[src/rtl/icache_pkg.sv]
// ---------------------------------------------------------------------------
// icache_pkg
// Shared definitions for the instruction-cache metadata store.
//   flush_state_e : flush sequencer states (idle / sweeping every set)
//   way_lsb()     : bit offset of a way's payload inside the packed dataout bus
// ---------------------------------------------------------------------------
package icache_pkg;

    typedef enum logic {
        ST_IDLE  = 1'b0,
        ST_SWEEP = 1'b1
    } flush_state_e;

    // Way w occupies bits [w*width +: width] of the packed payload bus.
    function automatic int unsigned way_lsb(input int unsigned way, input int unsigned width);
        return way * width;
    endfunction

endpackage

[src/rtl/icache_way_bank.sv]
// ---------------------------------------------------------------------------
// icache_way_bank
// One way of the metadata store: a payload array and a valid array indexed by
// set, with a registered read port that forwards same-cycle writes.
//   clk, rst        : clock, synchronous active-high reset (clears everything)
//   read, rindex    : capture set rindex into dout/vout
//   load, windex,
//   datain          : write payload and set valid
//   clr, cindex     : clear valid (invalidate or flush sweep); load wins on
//                     the same set
//   dout, vout      : registered payload and valid of the last read
// ---------------------------------------------------------------------------
module icache_way_bank #(
    parameter int S_INDEX = 3,
    parameter int WIDTH   = 1
) (
    input  logic               clk,
    input  logic               rst,
    input  logic               read,
    input  logic [S_INDEX-1:0] rindex,
    input  logic               load,
    input  logic [S_INDEX-1:0] windex,
    input  logic [WIDTH-1:0]   datain,
    input  logic               clr,
    input  logic [S_INDEX-1:0] cindex,
    output logic [WIDTH-1:0]   dout,
    output logic               vout
);

    localparam int NUM_SETS = 1 << S_INDEX;

    (* ramstyle = "logic" *) logic [WIDTH-1:0] data_q [NUM_SETS];
    logic [NUM_SETS-1:0] valid_q;

    logic [WIDTH-1:0] dout_q;
    logic             vout_q;
    logic [WIDTH-1:0] rd_data_d;
    logic             rd_valid_d;

    // Read-side forwarding: a same-cycle load beats a same-cycle clear,
    // which beats the stored contents.
    always_comb begin
        rd_data_d  = data_q[rindex];
        rd_valid_d = valid_q[rindex];
        if (load && (windex == rindex)) begin
            rd_data_d  = datain;
            rd_valid_d = 1'b1;
        end else if (clr && (cindex == rindex)) begin
            rd_valid_d = 1'b0;
        end
    end

    always_ff @(posedge clk) begin
        if (rst) begin
            for (int s = 0; s < NUM_SETS; s++) begin
                data_q[s] <= '0;
            end
            valid_q <= '0;
            dout_q  <= '0;
            vout_q  <= 1'b0;
        end else begin
            // Clear first so a load to the same set overrides it.
            if (clr) begin
                valid_q[cindex] <= 1'b0;
            end
            if (load) begin
                data_q[windex]  <= datain;
                valid_q[windex] <= 1'b1;
            end
            if (read) begin
                dout_q <= rd_data_d;
                vout_q <= rd_valid_d;
            end
        end
    end

    assign dout = dout_q;
    assign vout = vout_q;

endmodule

[src/rtl/icache_meta_array.sv]
// ---------------------------------------------------------------------------
// icache_meta_array
// N-way instruction-cache metadata store with a flush sequencer.
//   clk, rst          : clock, synchronous active-high reset
//   read, rindex      : registered lookup of one set across all ways
//   load, windex,
//   wmask, datain     : write payload + set valid in the selected ways
//   inval, iindex,
//   imask             : clear valid in the selected ways
//   flush             : start a sweep clearing every set's valid bits
//   busy              : sweep in progress (load/inval/flush ignored)
//   dataout           : registered payloads, way w at [w*WIDTH +: WIDTH]
//   validout          : registered valids (zero for reads taken mid-sweep)
// ---------------------------------------------------------------------------
module icache_meta_array
    import icache_pkg::*;
#(
    parameter int S_INDEX = 3,
    parameter int WIDTH   = 1,
    parameter int WAYS    = 2
) (
    input  logic                  clk,
    input  logic                  rst,
    input  logic                  read,
    input  logic [S_INDEX-1:0]    rindex,
    input  logic                  load,
    input  logic [S_INDEX-1:0]    windex,
    input  logic [WAYS-1:0]       wmask,
    input  logic [WIDTH-1:0]      datain,
    input  logic                  inval,
    input  logic [S_INDEX-1:0]    iindex,
    input  logic [WAYS-1:0]       imask,
    input  logic                  flush,
    output logic                  busy,
    output logic [WAYS*WIDTH-1:0] dataout,
    output logic [WAYS-1:0]       validout
);

    localparam logic [S_INDEX-1:0] LAST_SET = '1;

    flush_state_e       state_q;
    logic [S_INDEX-1:0] cnt_q;
    logic               busy_q;
    // Remembers whether the read now held in the output registers was taken
    // during a sweep, so its valids stay masked for as long as it is held.
    logic               force_q;

    logic               sweep;
    logic [WAYS-1:0]    bank_load;
    logic [WAYS-1:0]    bank_clr;
    logic [S_INDEX-1:0] bank_cindex;
    logic [WAYS-1:0]    bank_vout;

    assign sweep = (state_q == ST_SWEEP);

    always_ff @(posedge clk) begin
        if (rst) begin
            state_q <= ST_IDLE;
            cnt_q   <= '0;
            busy_q  <= 1'b0;
            force_q <= 1'b0;
        end else begin
            if (read) begin
                force_q <= sweep;
            end
            case (state_q)
                ST_IDLE: begin
                    if (flush) begin
                        state_q <= ST_SWEEP;
                        cnt_q   <= '0;
                        busy_q  <= 1'b1;
                    end
                end
                ST_SWEEP: begin
                    cnt_q <= cnt_q + 1'b1;
                    if (cnt_q == LAST_SET) begin
                        state_q <= ST_IDLE;
                        busy_q  <= 1'b0;
                    end
                end
                default: begin
                    state_q <= ST_IDLE;
                    busy_q  <= 1'b0;
                end
            endcase
        end
    end

    // The sweep owns the clear port of every bank; invalidates are dropped
    // while it runs, as are loads.
    assign bank_cindex = sweep ? cnt_q : iindex;

    generate
        for (genvar gi = 0; gi < WAYS; gi++) begin : g_way
            assign bank_load[gi] = load & wmask[gi] & ~sweep;
            assign bank_clr[gi]  = sweep | (inval & imask[gi]);

            icache_way_bank #(
                .S_INDEX (S_INDEX),
                .WIDTH   (WIDTH)
            ) u_bank (
                .clk    (clk),
                .rst    (rst),
                .read   (read),
                .rindex (rindex),
                .load   (bank_load[gi]),
                .windex (windex),
                .datain (datain),
                .clr    (bank_clr[gi]),
                .cindex (bank_cindex),
                .dout   (dataout[way_lsb(gi, WIDTH) +: WIDTH]),
                .vout   (bank_vout[gi])
            );
        end
    endgenerate

    assign validout = bank_vout & {WAYS{~force_q}};
    assign busy     = busy_q;

endmodule

[config.mk]
export PLATFORM = sky130hd
export DESIGN_NAME = icache_meta_array
export DESIGN_NICKNAME = d
export VERILOG_FILES = /design/src/rtl/icache_pkg.sv /design/src/rtl/icache_way_bank.sv /design/src/rtl/icache_meta_array.sv
export SDC_FILE = /design/constraint.sdc
export NUM_CORES = 1
export LEC_CHECK = 0
export BUFFER_PORTS_ARGS = -buffer_cell sky130_fd_sc_hd__buf_2
export CAP_MARGIN = 30
export CORE_ASPECT_RATIO = 1.2
export CORE_MARGIN = 4
export CORE_UTILIZATION = 45
export DETAILED_ROUTE_END_ITERATION = 7
export PLACE_DENSITY_LB_ADDON = 0.12
export SLEW_MARGIN = 20
export SYNTH_ARGS = -nofsm -noshare
export SYNTH_HDL_FRONTEND = slang
export SYNTH_HIERARCHICAL = 1
export SYNTH_SLANG_ARGS = --single-unit
export TNS_END_PERCENT = 30
[constraint.sdc]
create_clock -name clk -period 3.6 [get_ports clk]
set_clock_uncertainty 0.05 [all_clocks]
set_input_delay 0.36 -clock clk [delete_from_list [all_inputs] [get_ports clk]]
set_output_delay 0.36 -clock clk [all_outputs]
set_load 0.02 [all_outputs]
==> results.yml <==
routing:
  antenna_left: 0
  drt_first_iter_violations: 220
  drtPass1Iterations: 4
  via_count: 1902
  drc_errors: 0
  wl_per_cell_um: 16.9
  wl_mm: 5.56
  vias_per_cell: 5.80
setup_path:
  endpoint_kind: "flip-flop"
  startpoint_type: "flip-flop"
  path_cells: "mux2_2 -> nand2b_1 -> o31ai_1 -> a21oi_1"
  slowest_delay_ns: 0.66
  cp_top_family: "flip-flops"
  cp_num_buf_inv: 0
  crit_type: "reg -> reg"
  slowest_stage: "dfxtp_1"
  arrival_ns: 2.05
  cp_max_fo: 17
  critical_path_required_ns: 3.70
timing:
  min_period_over_period_pct: 54.2
  setup_viol: 0
  hold_slack_ns: 0.314
  fin_crit_ns: 1.95
  fin_setup_tns_ns: 0
  relSlewSlack_pct: 48.3
  max_freq_mhz: 512
  final_max_slew_viol_count: 0
  hold_violations: 0
  rsz0062_at_grt: "no"
  tightest_slew_ns: 0.776
clock_tree:
  cts_root_buf: "clkbuf_8"
  cts_tree: "done"
  ctsHoldBuffers: 0
  cts_max_path_buffers: 2
  worstSkewPairLatency_ns: 0.30
  cts_resized: 0
  cts_made_buffers: 5
  post_cts.repair.setup_buffers: 0
  htreeDepth: 2
  clk_pin_slew_ns: 0.08
  cts.sinks: 42
placement:
  io_buffer_count: 24
  gp_congestion: 0.801
  dp_cells: 320
  dp_hpwl_mm: 3.94
logic_synthesis:
  yosysUniqueCellTypes: 33
  yosysWarnings: 6
  synth_top_area_cell: "dfxtp_1"
  avgSynthCellArea_um2: 9.45
  synthTopCellsByArea: "dfxtp_1 (22%), edfxtp_1 (20%), nand2b_1 (7.9%)"
  seq_area_frac_synth_pct: 42.0
  ys_ff_latch: 42
  synth_cells: 252
  syn-num-nets: 275
  netlist.area_leader.share_pct: 21.9
  synth_area_um2: 2380
layout:
  drive_above_1_share_pct: 14.9
  fin_cells: 328
  diodes: 0
  multi_input_area_um2: 1280
  post-route-util_pct: 50.9
  regArea_um2: 1000
  area_growth_pct: 7.83
  num-fill-cells: 504
  finalNetCount: 290
global_routing:
  grt_start_max_net_pins: 47
  grt_antenna_before_repair: 0
  use_met3_pct: 3.67
  grt_pass1_wl_mm: 8.84
  met1_usage_pct: 21.4
  use_met2_pct: 31.4
  overflow: 0
  top_usage_layer: "met2"
  grt_pass1_vias: 1808
  grt_use_total_pct: 18.0
floorplan:
  core_um2: 5040
  die_area_um2: 6520
  start_util_pct: 47.2
  die_h_um: 87.7
  io_pins: 25
  num_rows: 28
  die_x_um: 74.4
power:
  power_leakage_nw: 0.968
  vdd_drop_max_mv: 0.197
  cellInternalPower_w: 0.000723
  switching_share_pct: 26.8
  p_comb_share_pct: 14.9
  switching_power_w: 0.000264
  seqPwrFrac_pct: 52.6
  power.density_nw_per_um2: 384
  pwr-share-clk_pct: 32.5
status:
  status: "completed"
worst_hold_path:
  hold_class: "in -> reg"
job:
  cap_violations: 0
-- final cells by class --
type                       instances  area share [%]
multi-input combinational        194            49.9
sequential                        42            39.0
timing repair buffer              24            4.68
clock buffer                       7            3.36
tap                               60            2.92
clock inverter                     1           0.195
-- power by group through the flow --
| stage | clock network, W | logic [W] | registers, W |
|---|---|---|---|
| after floorplan | 0 | 0.000110 | 0.000528 |
| after global placement | 0 | 0.000146 | 0.000530 |
| after detailed placement | 0 | 0.000147 | 0.000530 |
| after CTS | 0.000330 | 0.000147 | 0.000519 |
| after global routing | 0.000350 | 0.000162 | 0.000521 |
| final | 0.000321 | 0.000147 | 0.000519 |
-- final timing paths --
path	endpoint	from	slack [ns]	depth (start not counted)
hold reg to reg	g_way[1].u_bank/valid_q[4]$_SDFF_PP0_	g_way[1].u_bank/valid_q[4]$_SDFF_PP0_	0.42	2
setup / recovery	g_way[0].u_bank/valid_q[0]$_SDFF_PP0_	state_q$_SDFF_PP0_	1.65	4
setup reg to reg	g_way[0].u_bank/valid_q[0]$_SDFF_PP0_	state_q$_SDFF_PP0_	1.65	4
hold / removal	state_q$_SDFF_PP0_	flush	0.31	3
-- worst min-delay path: stages --
cell and delay, ns:
buf_2 0.13, nor2_1 0.08, a211oi_1 0.05
-- flip-flops by register name, indices dropped and copies added (netlist names) --
signal	cells
g_way.u_bank/data_q	16
g_way.u_bank/valid_q	16
cnt_q	3
g_way.u_bank/dout	2
g_way.u_bank/vout	2
busy	1
force_q	1
state_q	1
-- through the flow --
stage               instance area (um^2)  power, W  setup WS [ns]
global placement                    2480  0.000677           1.69
detailed placement                  2480  0.000677           1.66
global route                        2570   0.00103           1.51
CTS                                 2570  0.000997           1.65
floorplan                           2380  0.000639           1.93
finish                              2570  0.000987           1.65
-- synth_stat cells (all sizes together) --
cell / n
nor2: 18
a211oi: 1
xnor2: 12
nand3b: 4
nand2b: 30
mux2i: 11
nor2b: 11
nand4: 4
nor3: 4
nand2: 16
o21ai: 16
o31ai: 4
o211ai: 2
or3b: 3
buf: 11
mux4: 4
o21bai: 1
dfxtp: 26
and4: 2
nand3: 16
clkbuf: 5
a21o: 2
o22ai: 2
mux2: 3
and2b: 1
a21oi: 20
ha: 3
and3b: 2
a32oi: 2
edfxtp: 16
-- cell families (layout without fill, tap and decap cells) --
| group | after synthesis | after routing | synth area share (%) |
|---|---|---|---|
| AOI/OAI and AO/OA | 50 | 50 | 12.4 |
| xor gates and xnor gates | 12 | 12 | 4.41 |
| and+or+nand+nor | 111 | 111 | 25.5 |
| buffers and inverters | 16 | 32 | 4.20 |
| adders and majority gates | 3 | 3 | 1.58 |
| muxes | 18 | 18 | 9.83 |
| DFF | 42 | 42 | 42.0 |
-- cell usage in the layout (no fill, tap or decap), drive strengths merged, types with 3 or more instances in the layout --
master,count
mux4,4
nand4,4
mux2i,11
nand3,16
nand2,16
o31ai,4
nor3,4
nor2,18
nor2b,11
buf,24
nand2b,30
edfxtp,16
o21ai,16
mux2,3
a21oi,20
nand3b,4
xnor2,12
dfxtp,26
clkbuf,7
or3b,3
ha,3
-- per-layer routing --
metal / vias up / part of all wire [%] / wire (um)
met5: - / 0 / 0
met4: 0 / 2.1 / 119
met3: 12 / 3.8 / 214
met2: 52 / 51 / 2860
met1: 904 / 43 / 2360
li1: 934 / - / -
Note: power is estimated with default switching activity, not from simulation.
